### src/rtl/cache_ctrl_pkg.sv
// cache_ctrl_pkg: shared state encoding, default widths and cache geometry
package cache_ctrl_pkg;

    localparam int DEF_DATA_WIDTH = 32;
    localparam int DEF_ADDR_WIDTH = 16;
    localparam int DEF_TIMEOUT    = 255;
    localparam int DEF_CNT_WIDTH  = 16;

    // INNER_CACHE geometry: byte offset within a word, line index, tag
    localparam int TAG_WIDTH    = 10;
    localparam int INDEX_WIDTH  = 4;
    localparam int OFFSET_WIDTH = 2;

    typedef enum logic [2:0] {
        IDLE,
        LOOKUP,
        MEM_READ,
        FILL,
        MEM_WRITE,
        RESP
    } state_t;

    // bits needed for a wait counter that must hold values up to t
    function automatic int wait_width(input int t);
        return (t > 1) ? $clog2(t + 1) : 1;
    endfunction

endpackage

### src/rtl/sat_counter.sv
// sat_counter: up-counter that sticks at all-ones instead of wrapping
module sat_counter import cache_ctrl_pkg::*; #(
    parameter int WIDTH = DEF_CNT_WIDTH
) (
    input  logic             clk,
    input  logic             rst,
    input  logic             inc,
    output logic [WIDTH-1:0] count
);

    // count one event per inc pulse, holding once the maximum is reached
    always_ff @(posedge clk or posedge rst) begin
        if (rst)
            count <= '0;
        else if (inc && count != '1)
            count <= count + 1'b1;
    end

endmodule

### src/rtl/cache_ctrl.sv
// cache_ctrl: one-request-at-a-time sequencer between CPU, INNER_CACHE and backing memory
module cache_ctrl import cache_ctrl_pkg::*; #(
    parameter int DATA_WIDTH = DEF_DATA_WIDTH,
    parameter int ADDR_WIDTH = DEF_ADDR_WIDTH,
    parameter int TIMEOUT    = DEF_TIMEOUT,
    parameter int CNT_WIDTH  = DEF_CNT_WIDTH
) (
    input  logic                  clk,
    input  logic                  rst,
    input  logic                  cpu_req_valid,
    output logic                  cpu_req_ready,
    input  logic                  cpu_we,
    input  logic [ADDR_WIDTH-1:0] cpu_addr,
    input  logic [DATA_WIDTH-1:0] cpu_wdata,
    output logic                  cpu_resp_valid,
    output logic [DATA_WIDTH-1:0] cpu_rdata,
    output logic                  cpu_err,
    output logic [ADDR_WIDTH-1:0] cache_addr,
    output logic [DATA_WIDTH-1:0] cache_data_in,
    output logic                  cache_we,
    input  logic [DATA_WIDTH-1:0] cache_data_out,
    input  logic                  cache_hit,
    output logic                  mem_req,
    output logic                  mem_we,
    output logic [ADDR_WIDTH-1:0] mem_addr,
    output logic [DATA_WIDTH-1:0] mem_wdata,
    input  logic                  mem_ack,
    input  logic [DATA_WIDTH-1:0] mem_rdata,
    output logic [CNT_WIDTH-1:0]  hit_count,
    output logic [CNT_WIDTH-1:0]  miss_count
);

    localparam int WW = wait_width(TIMEOUT);

    state_t                state_q;
    logic [ADDR_WIDTH-1:0] addr_q;
    logic                  we_q;
    logic [DATA_WIDTH-1:0] wdata_q;
    logic [DATA_WIDTH-1:0] rdata_q;
    logic [DATA_WIDTH-1:0] cdin_q;
    logic [WW-1:0]         wait_q;
    logic                  ready_q;
    logic                  resp_q;
    logic                  err_q;
    logic                  cwe_q;
    logic                  mreq_q;
    logic                  mwe_q;
    logic                  hit_inc;
    logic                  miss_inc;
    logic                  expired;

    // every lookup, read or write, is classified exactly once
    assign hit_inc  = (state_q == LOOKUP) && cache_hit;
    assign miss_inc = (state_q == LOOKUP) && !cache_hit;

    // the current wait cycle is the last one allowed before giving up
    assign expired = (TIMEOUT != 0) && (int'(wait_q) == TIMEOUT - 1);

    // FSM with all CPU, cache and memory strobes registered alongside the state
    always_ff @(posedge clk or posedge rst) begin
        if (rst) begin
            state_q <= IDLE;
            addr_q  <= '0;
            we_q    <= 1'b0;
            wdata_q <= '0;
            rdata_q <= '0;
            cdin_q  <= '0;
            wait_q  <= '0;
            ready_q <= 1'b1;
            resp_q  <= 1'b0;
            err_q   <= 1'b0;
            cwe_q   <= 1'b0;
            mreq_q  <= 1'b0;
            mwe_q   <= 1'b0;
        end else begin
            cwe_q  <= 1'b0;
            resp_q <= 1'b0;
            case (state_q)
                IDLE: begin
                    if (cpu_req_valid) begin
                        addr_q  <= cpu_addr;
                        we_q    <= cpu_we;
                        wdata_q <= cpu_wdata;
                        rdata_q <= '0;
                        cwe_q   <= cpu_we;
                        cdin_q  <= cpu_wdata;
                        ready_q <= 1'b0;
                        state_q <= LOOKUP;
                    end
                end
                LOOKUP: begin
                    if (we_q) begin
                        mreq_q  <= 1'b1;
                        mwe_q   <= 1'b1;
                        wait_q  <= '0;
                        state_q <= MEM_WRITE;
                    end else if (cache_hit) begin
                        rdata_q <= cache_data_out;
                        resp_q  <= 1'b1;
                        state_q <= RESP;
                    end else begin
                        mreq_q  <= 1'b1;
                        mwe_q   <= 1'b0;
                        wait_q  <= '0;
                        state_q <= MEM_READ;
                    end
                end
                MEM_READ, MEM_WRITE: begin
                    if (mem_ack) begin
                        mreq_q <= 1'b0;
                        mwe_q  <= 1'b0;
                        if (state_q == MEM_READ) begin
                            rdata_q <= mem_rdata;
                            cdin_q  <= mem_rdata;
                            cwe_q   <= 1'b1;
                            state_q <= FILL;
                        end else begin
                            resp_q  <= 1'b1;
                            state_q <= RESP;
                        end
                    end else if (expired) begin
                        mreq_q  <= 1'b0;
                        mwe_q   <= 1'b0;
                        err_q   <= 1'b1;
                        resp_q  <= 1'b1;
                        state_q <= RESP;
                    end else begin
                        wait_q <= wait_q + 1'b1;
                    end
                end
                FILL: begin
                    resp_q  <= 1'b1;
                    state_q <= RESP;
                end
                RESP: begin
                    err_q   <= 1'b0;
                    ready_q <= 1'b1;
                    state_q <= IDLE;
                end
                default: begin
                    ready_q <= 1'b1;
                    state_q <= IDLE;
                end
            endcase
        end
    end

    sat_counter #(.WIDTH(CNT_WIDTH)) u_hit_cnt (
        .clk   (clk),
        .rst   (rst),
        .inc   (hit_inc),
        .count (hit_count)
    );

    sat_counter #(.WIDTH(CNT_WIDTH)) u_miss_cnt (
        .clk   (clk),
        .rst   (rst),
        .inc   (miss_inc),
        .count (miss_count)
    );

    assign cpu_req_ready  = ready_q;
    assign cpu_resp_valid = resp_q;
    assign cpu_rdata      = rdata_q;
    assign cpu_err        = err_q;
    assign cache_addr     = addr_q;
    assign cache_data_in  = cdin_q;
    assign cache_we       = cwe_q;
    assign mem_req        = mreq_q;
    assign mem_we         = mwe_q;
    assign mem_addr       = addr_q;
    assign mem_wdata      = wdata_q;

endmodule

### config.mk
export PLATFORM = sky130hd
export DESIGN_NAME = cache_ctrl
export DESIGN_NICKNAME = d
export VERILOG_FILES = /design/src/rtl/cache_ctrl_pkg.sv /design/src/rtl/sat_counter.sv /design/src/rtl/cache_ctrl.sv
export SDC_FILE = /design/constraint.sdc
export NUM_CORES = 1
export LEC_CHECK = 0
export ABC_CLOCK_PERIOD_IN_PS = 4400
export BUFFER_PORTS_ARGS = -buffer_cell sky130_fd_sc_hd__buf_2
export CAP_MARGIN = 40
export CORE_MARGIN = 8
export CORE_UTILIZATION = 46
export CTS_BUF_LIST = sky130_fd_sc_hd__clkbuf_8
export DETAILED_ROUTE_END_ITERATION = 12
export HOLD_SLACK_MARGIN = 0.02
export PLACE_DENSITY = 0.79
export SKIP_CTS_REPAIR_TIMING = 1
export SLEW_MARGIN = 20
export SYNTH_ARGS = -nofsm -noshare
export SYNTH_HDL_FRONTEND = slang
export SYNTH_SLANG_ARGS = --single-unit
### constraint.sdc
create_clock -name clk -period 4.4 [get_ports clk]
set_input_delay 0.22 -clock clk [delete_from_list [all_inputs] [get_ports clk]]
set_output_delay 0.22 -clock clk [all_outputs]
set_load 0.02 [all_outputs]
==> results of run 1 <==
worst register-to-register path, delay by kind of cell, from the launching register on:
kind / cells / cell delay (ps)
and+or+nand+nor: 2 / 400
DFF: 1 / 790
AOI/OAI and AO/OA: 2 / 610
buffers and inverters: 2 / 990
cell usage after synthesis, types with 2 or more instances:
| library cell | count |
|---|---|
| sky130_fd_sc_hd__nand3_1 | 12 |
| sky130_fd_sc_hd__a31oi_1 | 37 |
| sky130_fd_sc_hd__clkbuf_1 | 21 |
| sky130_fd_sc_hd__ha_1 | 4 |
| sky130_fd_sc_hd__and2_1 | 3 |
| sky130_fd_sc_hd__nand2_1 | 116 |
| sky130_fd_sc_hd__nand4_1 | 14 |
| sky130_fd_sc_hd__nor4_1 | 2 |
| sky130_fd_sc_hd__nor2b_1 | 2 |
| sky130_fd_sc_hd__o21ai_1 | 29 |
| sky130_fd_sc_hd__xor2_1 | 9 |
| sky130_fd_sc_hd__or2_2 | 2 |
| sky130_fd_sc_hd__buf_4 | 19 |
| sky130_fd_sc_hd__mux2_2 | 51 |
| sky130_fd_sc_hd__nor2_1 | 50 |
| sky130_fd_sc_hd__inv_1 | 6 |
| sky130_fd_sc_hd__nor3b_1 | 2 |
| sky130_fd_sc_hd__dfrtp_1 | 161 |
| sky130_fd_sc_hd__and4_1 | 8 |
| sky130_fd_sc_hd__nor3_1 | 6 |
| sky130_fd_sc_hd__a21o_1 | 2 |
| sky130_fd_sc_hd__xnor2_1 | 17 |
| sky130_fd_sc_hd__a21oi_1 | 13 |
| sky130_fd_sc_hd__a22oi_1 | 32 |
| sky130_fd_sc_hd__buf_2 | 16 |
| sky130_fd_sc_hd__o21ai_0 | 20 |
| sky130_fd_sc_hd__nand2b_1 | 5 |
| sky130_fd_sc_hd__and3_1 | 11 |
power groups by stage:
| stage | Clock, µW | Combinational [µW] | Sequential [µW] |
|---|---|---|---|
| 6_report | 1180 | 3360 | 2450 |
| 5_1_grt | 1280 | 3640 | 2530 |
| 4_1_cts | 1220 | 3320 | 2440 |
| 3_5_place_dp | 0 | 3310 | 2470 |
| 3_3_place_gp | 0 | 3210 | 2440 |
| 2_1_floorplan | 0 | 1710 | 3040 |
flip-flops by register name (all words and copies together), names as in the netlist:
| register | count |
|---|---|
| cache_data_in | 32 |
| cpu_rdata | 32 |
| mem_wdata | 32 |
| cache_addr | 16 |
| u_hit_cnt.count | 16 |
| u_miss_cnt.count | 16 |
| wait_q | 8 |
| state_q | 3 |
| cache_we | 1 |
| cpu_err | 1 |
| cpu_req_ready | 1 |
| cpu_resp_valid | 1 |
| mem_req | 1 |
| mem_we | 1 |
| we_q | 1 |
metrics by stage:
stage	instance area (µm²)	power, µW
floorplan	7269	4750
finish	9843	6990
detailed placement	8773	5782
CTS	9208	6980
global placement	8733	5649
global route	9838	7455
worst max path at each step:
stage / startpoint / end / slack [ps] / cells after the start
4_1_cts: state_q[2]$_DFFE_PP0P_ / wait_q[1]$_DFFE_PP0P_ / 1990 / 6
5_1_grt: state_q[2]$_DFFE_PP0P_ / cache_data_in[24]$_DFFE_PP0P_ / 1410 / 6
6_report: state_q[2]$_DFFE_PP0P_ / cache_data_in[24]$_DFFE_PP0P_ / 1560 / 6
2_1_floorplan: rst / cache_addr[0]$_DFFE_PP0P_ / 2120 / 1
3_5_place_dp: state_q[2]$_DFFE_PP0P_ / wait_q[1]$_DFFE_PP0P_ / 1980 / 6
3_3_place_gp: state_q[2]$_DFFE_PP0P_ / wait_q[1]$_DFFE_PP0P_ / 2060 / 6
cells by family (layout without fill, tap and decap cells):
family          after synthesis  count (layout)  share of synthesized area (%)
mux                          52              52                          8.059
simple gates                239             239                          15.34
buf+inv                      62             393                          4.460
other cells                   0               2                              0
xor+xnor                     26              26                          3.134
fa+ha+maj                     4               4                         0.6889
flops                       162             162                          55.81
compound gates              142             142                          12.50
final cells by class:
class | count | area, µm² | share of cell area [%]
diodes | 2 | 5.005 | 0.05085
flip-flops and latches | 162 | 4055 | 41.20
multi-input cells | 463 | 2893 | 29.39
inverters | 6 | 26.28 | 0.2669
clock buffers | 18 | 247.7 | 2.517
well taps | 216 | 270.3 | 2.746
repair buffers | 356 | 2160 | 21.94
clock inverters | 13 | 186.4 | 1.894
per-layer routing:
metal / share of wire (%) / up-vias / track usage, %
li1: - / 3045 / -
met1: 39 / 3034 / 24.96
met2: 50 / 302 / 33.99
met3: 9.1 / 29 / 7.191
met4: 1.5 / 0 / 5.992
met5: 0 / - / 0
==> summary by stage, run 1 <==
Pwr
For this design the static power due to leakage is 0.004775 µW. The internal power of the cells totals 3917 µW. The sequential fraction of design power is 35.1%. In this run, the clock network consumes 16.9% of the power.

The net switching power is 3074 µW. The switching share of total power is 43.97%. The cell area power density is 710.2 nW/µm². The portion of total power attributed to combinational logic is 48.0%. VDD sags by at most 0.3511 mV.

Timing
Setup repair after global routing left no endpoint under its margin. The slew of the pin with the lowest slew margin is 765.4 ps. The worst path in the final design needs a cycle of 2837 ps, including I/O delays and setup. The worst path uses 64.48% of the clock period.

The clock skew is 12.55 ps. The max-slew violation count was 0. Static timing analysis puts the maximum clock frequency at 352.5 MHz. The worst-case hold slack is 28.02 ps. The count of endpoints failing hold in the final timing report is 0.

Measured against its own limit, the worst slew margin works out to 48.43%. The post-layout worst setup margin is 1563 ps. The sum of negative setup slack is 0 ps.

The final-report setup violation count is 0.

Worst setup path
The critical-path cell with the highest stage delay is sky130_fd_sc_hd__dfrtp_1. In this run the critical register-to-register path is captured at cache_data_in[24]$_DFFE_PP0P_. The capturing element type of the critical path is a flip-flop. STA classifies the critical path startpoint as a flip-flop. The delay of the slowest cell on the worst path is 790 ps. The kind of cell with the highest combined delay on the critical path is buffers and inverters. The critical path class is reg -> reg. At the worst endpoint, the required time is 4790 ps.

For flop-to-flop paths, the worst setup slack is 1560 ps. The depth of the worst register-to-register path is 6. The data arrival time of the critical path is 3220 ps. Along the worst path, the maximum fanout reaches 30. Traced cell by cell, the critical path runs through nand2b_1 -> a21o_1 -> buf_4 -> nand2_1 -> a31oi_1 -> dlygate4sd3_1.

The number of buffer and inverter stages on the critical path is 2. The critical register-to-register path startpoint is state_q[2]$_DFFE_PP0P_.

Global routing
Global routing consumed, over all layers together, 20.58% of the routing resources. The initial antenna violation count was 0. Entering global routing, the biggest net connects 118 pins.

The first global-routing pass estimated 32,570 µm of wire. The number of global-route vias before repair is 6,146. After global routing the overflow that remains totals 0.

Hold path
The startpoint of the most critical hold path is mem_rdata[17]. Counting instances, the worst hold path has a depth of 3. The class of the most critical hold timing path is in -> reg. The worst hold path terminates at cache_data_in[17]$_DFFE_PP0P_.

Placed design
Detailed placement ended at an HPWL of 15,650 µm. The setup slack after placement is 1976 ps. The number of instances in the placed design is 1,140.

The congestion estimate from routability-driven global placement came to 0.8652. The number of buffer cells added on primary ports is 283.

Drt
In the final routed layout, each cell accounts on average for 17.72 µm. In this run the remaining antenna-violating nets after routing total 0. After the first detailed-routing iteration, the DRC count stood at 406. The total number of vias is 6,410. The aggregate routed wire length is 21,900 µm. Before antenna repair, the detailed router went through 5 iterations.

The DRC violation count after routing is 0. Using the TritonRoute via totals, the vias-per-cell ratio works out to 5.186.

Logic synthesis
Counting flops with a built-in enable in the synthesized netlist gives 0. The share of the synthesized area in the top cell type is 55.45%. The post-synthesis sequential element count is 162. The flip-flop cell with the highest count after synthesis is sky130_fd_sc_hd__dfrtp_1. The largest total area in the synthesized netlist belongs to sky130_fd_sc_hd__dfrtp_1. The post-synthesis average cell area is 10.58 µm². Yosys attributes the largest share of cell area to sky130_fd_sc_hd__dfrtp_1, sky130_fd_sc_hd__mux2_2, sky130_fd_sc_hd__nand2_1. Synthesis produced 687 cells. The sequential area share after synthesis is 55.81%. The area of the mapped netlist is 7266 µm². The net count after synthesis is 809. The number of distinct library cell variants in the gate-level netlist after synthesis is 45. The number of warnings reported in the yosys synthesis log is 0. The fraction of registers with async set/reset is 100.0%.

CTS
The H-tree was split into 4 levels. The sink count of the clock tree is 162. Buffers inserted during clock tree synthesis total 17.

The later pin in the worst-skew pair is clocked with a latency of 450 ps. The maximum root-to-sink buffer count is 2. The clock tree root buffer cell is sky130_fd_sc_hd__clkbuf_8.

Clock-pin slew was measured on the worst setup and hold paths at 90 ps. TritonCTS built the clock tree.

Layout
The post-synthesis to final-layout area growth is 35.47%. Once layout is complete, the utilization of the core stands at 62.88%. The fraction of final layout cells sized beyond drive strength 1 is 37.92%.

In the final design database the tool counted 1,128 nets. The total of fill cells in the finished design is 1,276. The count of cells in the finished layout, fillers not included, comes to 1,236. The most common library cell in the layout ignoring fill and taps is sky130_fd_sc_hd__buf_2. In the layout the commonest cells are sky130_fd_sc_hd__buf_2, sky130_fd_sc_hd__dfrtp_1, sky130_fd_sc_hd__nand2_1.

Flow run
Across the run, the number of max-cap violations was 0.

Die
The die width is 141.7 µm. The starting density of the core is 46.41%. The die covers 20,070 µm². For this design the top-level I/O count stands at 284. In this run the core area contains 46 standard-cell rows. Measured along the y axis, the die boundary spans 141.7 µm. The area of the core is 15,660 µm².

Status
The run finished with clean final reports.
(Power assumes the default switching activity.)
==> run 2: changes to the inputs <==
--- a/config.mk
+++ b/config.mk
@@ -5,7 +5,8 @@
 export SDC_FILE = /design/constraint.sdc
 export NUM_CORES = 1
 export LEC_CHECK = 0
-export ABC_CLOCK_PERIOD_IN_PS = 4400
+export ABC_AREA = 1
+export ABC_CLOCK_PERIOD_IN_PS = 2870
 export BUFFER_PORTS_ARGS = -buffer_cell sky130_fd_sc_hd__buf_2
 export CAP_MARGIN = 40
 export CORE_MARGIN = 8
@@ -13,7 +14,7 @@
 export CTS_BUF_LIST = sky130_fd_sc_hd__clkbuf_8
 export DETAILED_ROUTE_END_ITERATION = 12
 export HOLD_SLACK_MARGIN = 0.02
-export PLACE_DENSITY = 0.79
+export PLACE_DENSITY = 0.74
 export SKIP_CTS_REPAIR_TIMING = 1
 export SLEW_MARGIN = 20
 export SYNTH_ARGS = -nofsm -noshare
==> constraint.sdc (replaced) <==
create_clock -name clk -period 2.87 [get_ports clk]
set_input_delay 0.1435 -clock clk [delete_from_list [all_inputs] [get_ports clk]]
set_output_delay 0.1435 -clock clk [all_outputs]
set_load 0.02 [all_outputs]
==> run 2 against run 1 <==
Against the previous run:
- setup slack got worse by 1300 ps
- final cell count increased by 34%
- via count increased by 25%
- flip-flop and latch count unchanged
- clock skew increased by 2.4 ps
- area after synthesis increased by 13%
- cell area increased by 11%
- sequential power increased by 49%
- die area increased by 12%
- synthesized cell count increased by 55%
- worst hold slack got worse by 14 ps
- global-route usage increased by 0.50 points
- critical path type unchanged
- critical endpoint is now cpu_rdata[13]$_DFFE_PP0P_
- largest power group unchanged
==> summary by stage, run 2 <==
Worst setup path
The top fanout value on the critical path is 39 (+30%). The data arrival time of the critical path is 3020 ps (-200 ps). The critical path starts at state_q[0]$_DFFE_PP0P_. The startpoint type of the worst setup path is a flip-flop. The worst path required time was 3270 ps (-1520 ps). The worst setup path is captured at a flip-flop. The most common cell type on the critical path is sky130_fd_sc_hd__nand2_1. Walking the worst path, the cells encountered are nor2_1 -> nand2_2 -> nand2_4 -> buf_4 -> nand2_2 -> nand2_1 -> dlygate4sd3_1 -> nand2_1 -> nand2_1. The kind of cell with the highest combined delay on the critical path is buffers and inverters.

The critical register-to-register path startpoint is state_q[0]$_DFFE_PP0P_. By startpoint and endpoint, the worst setup path is classified as reg -> reg. The number of buffer and inverter stages on the critical path was 2 (unchanged).

The slowest stage of the critical path is the sky130_fd_sc_hd__dlygate4sd3_1 cell. The delay of the slowest cell on the worst path is 550 ps (-240 ps).

Layout
The total number of nets in the final design is 1,536 (+36%). The library cell used most frequently in the layout, excluding fill and tap cells, is sky130_fd_sc_hd__nand2_1. The final standard cell utilization of the core is 61.61% (-1.3 points).

The fraction of final layout cells sized beyond drive strength 1 is 26.37% (-12 points). The library cells used most frequently in the layout, excluding fill and tap cells, are sky130_fd_sc_hd__nand2_1, sky130_fd_sc_hd__buf_2, sky130_fd_sc_hd__dfrtp_1. The final antenna diode count is 0 (-2).

Relative to the synthesized area, the layout overhead comes to 33.10%.

Timing
The count of endpoints failing hold in the final timing report is 0 (unchanged). The maximum operating frequency came to 380.5 MHz (+7.9%). The time the worst path needs with I/O delays and setup was 2628 ps (-208.8 ps). The sum of negative setup slack is 0 ps (unchanged). The final-report setup violation count is 0 (unchanged).

The clock skew is 14.96 ps (+2.411 ps). The fraction of the cycle the final worst path needs is 91.58% (+27 points). The max-slew violation count is 0 (unchanged).

The normalized max-slew margin is 51.54% (+3.1 points). The slew of the pin with the lowest slew margin came to 727.0 ps (-38.49 ps).

Logic synthesis
In the synthesized netlist, the cells that appear most often are sky130_fd_sc_hd__nand2_1, sky130_fd_sc_hd__dfrtp_1, sky130_fd_sc_hd__inv_1. The number of flops mapped to enable cells by yosys was 0 (unchanged). The area of the mapped netlist came to 8230 µm² (+13%).

The sequential area share after synthesis is 49.27% (-6.5 points). The post-synthesis average cell area is 7.714 µm² (-27%). After synthesis, the cell types taking the most area are sky130_fd_sc_hd__dfrtp_1, sky130_fd_sc_hd__nand2_1, sky130_fd_sc_hd__o21ai_0.

The number of distinct library cell variants in the gate-level netlist after synthesis is 36 (-20%). The net count after synthesis is 1,189 (+47%). The most common cell in the synthesized netlist is sky130_fd_sc_hd__nand2_1. The fraction of registers with async set/reset is 100.0% (unchanged). The number of warnings reported in the yosys synthesis log is 0 (unchanged). The flip-flop cell with the highest count after synthesis is sky130_fd_sc_hd__dfrtp_1. The share of the synthesized area in the top cell type is 48.95% (-6.5 points). The post-synthesis sequential element count is 162 (unchanged). The instance count of the mapped netlist was 1,067 (+55%). The cell accounting for the most synthesized area is sky130_fd_sc_hd__dfrtp_1.

Global routing
The total global routing overflow is 0 (unchanged). The layer flagged by global routing as most heavily used is met2. The met3 demand-to-capacity share in global routing is 4.959% (-2.2 points). The pin count of the biggest net entering global routing is 73 (-38%). The overall global routing resource usage was 21.08% (+0.50 points). The global routing usage on met2 was 35.20% (+1.2 points).

The met1 usage came to 25.96% (+1.0 points). The wire length of the first global-routing pass is 37,670 µm (+16%). The number of global-route vias before repair came to 7,260 (+18%). The initial antenna violation count is 1 (+1).

Die
The number of ports placed on the die boundary came to 284 (unchanged). The die width is 149.8 µm (+5.7%). The starting density of the core is 46.29% (-0.12 points).

The die boundary height is 149.8 µm (+5.7%). The area of the core is 17,780 µm² (+14%). The die outline area is 22,430 µm² (+12%). The placement row count is 49 (+6.5%).

CTS
TritonCTS built the clock tree. The sink count of the clock tree came to 162 (unchanged). The cell sitting at the root of the clock tree is a sky130_fd_sc_hd__clkbuf_8. The source-to-sink clock delay at the later pin of the worst-skew pair is 460 ps (about the same). The clock buffer count from CTS is 17 (unchanged).

The CTS clock-pin slew for the worst setup and hold paths is 100 ps (about the same). The maximum root-to-sink buffer count is 2 (unchanged). The level count of the clock H-tree is 4 (unchanged).

Drt
The via density per instance is 4.848 (-6.5%). The average wire per cell in the routed design is 15.62 µm (-12%). The DRC violation count after routing is 0 (unchanged). The DRC violation total after the first TritonRoute iteration came to 417 (+2.7%). The number of iterations in the first detailed-routing pass was 5 (unchanged). The post-route antenna net violation count is 0 (unchanged). The aggregate routed wire length is 25,850 µm (+18%). The total number of vias was 8,023 (+25%).

Flow run
The number of maximum-capacitance constraint violations is 0 (unchanged).

Placed design
The sum of net half-perimeters after detailed placement came to 18,320 µm (+17%). The number of buffer cells added on primary ports is 283 (unchanged). The routability-driven placement congestion ratio came to 0.9330 (+7.8%).

Hold path
The startpoint of the most critical hold path is mem_rdata[2]. The min-delay analysis places its worst path in the category in -> reg.

Status
The run finished with clean final reports.

Pwr
The peak ir drop on the vdd network is 0.6058 mV (+73%). The cell area power density is 1028 nW/µm² (+45%). The leakage power summed over all cells is 0.006084 µW (+27%).
run 2: layout make-up:
type / instances / area, µm²
Fill cell: 1578 / 6825
Sequential cell: 162 / 4055
Multi-Input combinational cell: 747 / 3407
Timing Repair Buffer: 382 / 2425
Inverter: 104 / 394.1
Tap cell: 229 / 286.5
Clock buffer: 17 / 234.0
Clock inverter: 14 / 152.6
run 2: cell families (layout without fill, tap and decap cells):
group	count (synthesis)	in the layout	share of synthesized area, %
simple gates	573	573	28.91
flops	162	162	49.27
buf+inv	158	517	9.334
compound gates	148	148	9.532
xor+xnor	22	22	2.341
fa+ha+maj	4	4	0.6081
run 2: worst paths after layout:
| check | cells past startpoint | to | slack, ps |
|---|---|---|---|
| max | 9 | cpu_rdata[13]$_DFFE_PP0P_ | 240 |
| min | 5 | cpu_rdata[2]$_DFFE_PP0P_ | 10 |
| max reg2reg | 9 | cpu_rdata[13]$_DFFE_PP0P_ | 240 |
| min reg2reg | 2 | mem_we$_DFFE_PP0P_ | 480 |
| max in group asynchronous | 4 | cpu_req_ready$_DFFE_PP1P_ | 1730 |
| min in group asynchronous | 3 | u_miss_cnt.count[3]$_DFFE_PP0P_ | 320 |
run 2: stage by stage:
stage | instances | cell area [µm²] | setup WS [ps] | hold WS (ps) | total power [µW]
finish | 1655 | 10950 | 241.8 | 14.15 | 11260
global route | 1655 | 10950 | -6.886 | 22.15 | 12130
CTS | 1564 | 10040 | 623.9 | -232.5 | 11020
detailed placement | 1533 | 9657 | 644.2 | 280.0 | 9355
global placement | 1533 | 9657 | 719.2 | 273.8 | 9235
floorplan | 1067 | 8234 | 670.5 | 260.3 | 7794
run 2: report_power, final:
group / leakage (µW) / internal [µW] / switching [µW]
Sequential: 0.00209 / 3110 / 526
Combinational: 0.00380 / 1890 / 4090
Clock: 0.000192 / 714 / 919
Total: 0.00608 / 5720 / 5540
run 2: tightest hold or removal path, cell delays in order:
cell and delay [ps]:
sky130_fd_sc_hd__buf_2 80, sky130_fd_sc_hd__nand2_1 70, sky130_fd_sc_hd__nand2_1 60, sky130_fd_sc_hd__nand2_1 40
sky130_fd_sc_hd__nand2_1 50
run 2: metal layers:
metal	share of wire, %	up-vias
li1	-	3984
met1	40	3699
met4	2.5	2
met2	50	294
met5	0.031	-
met3	7.4	44
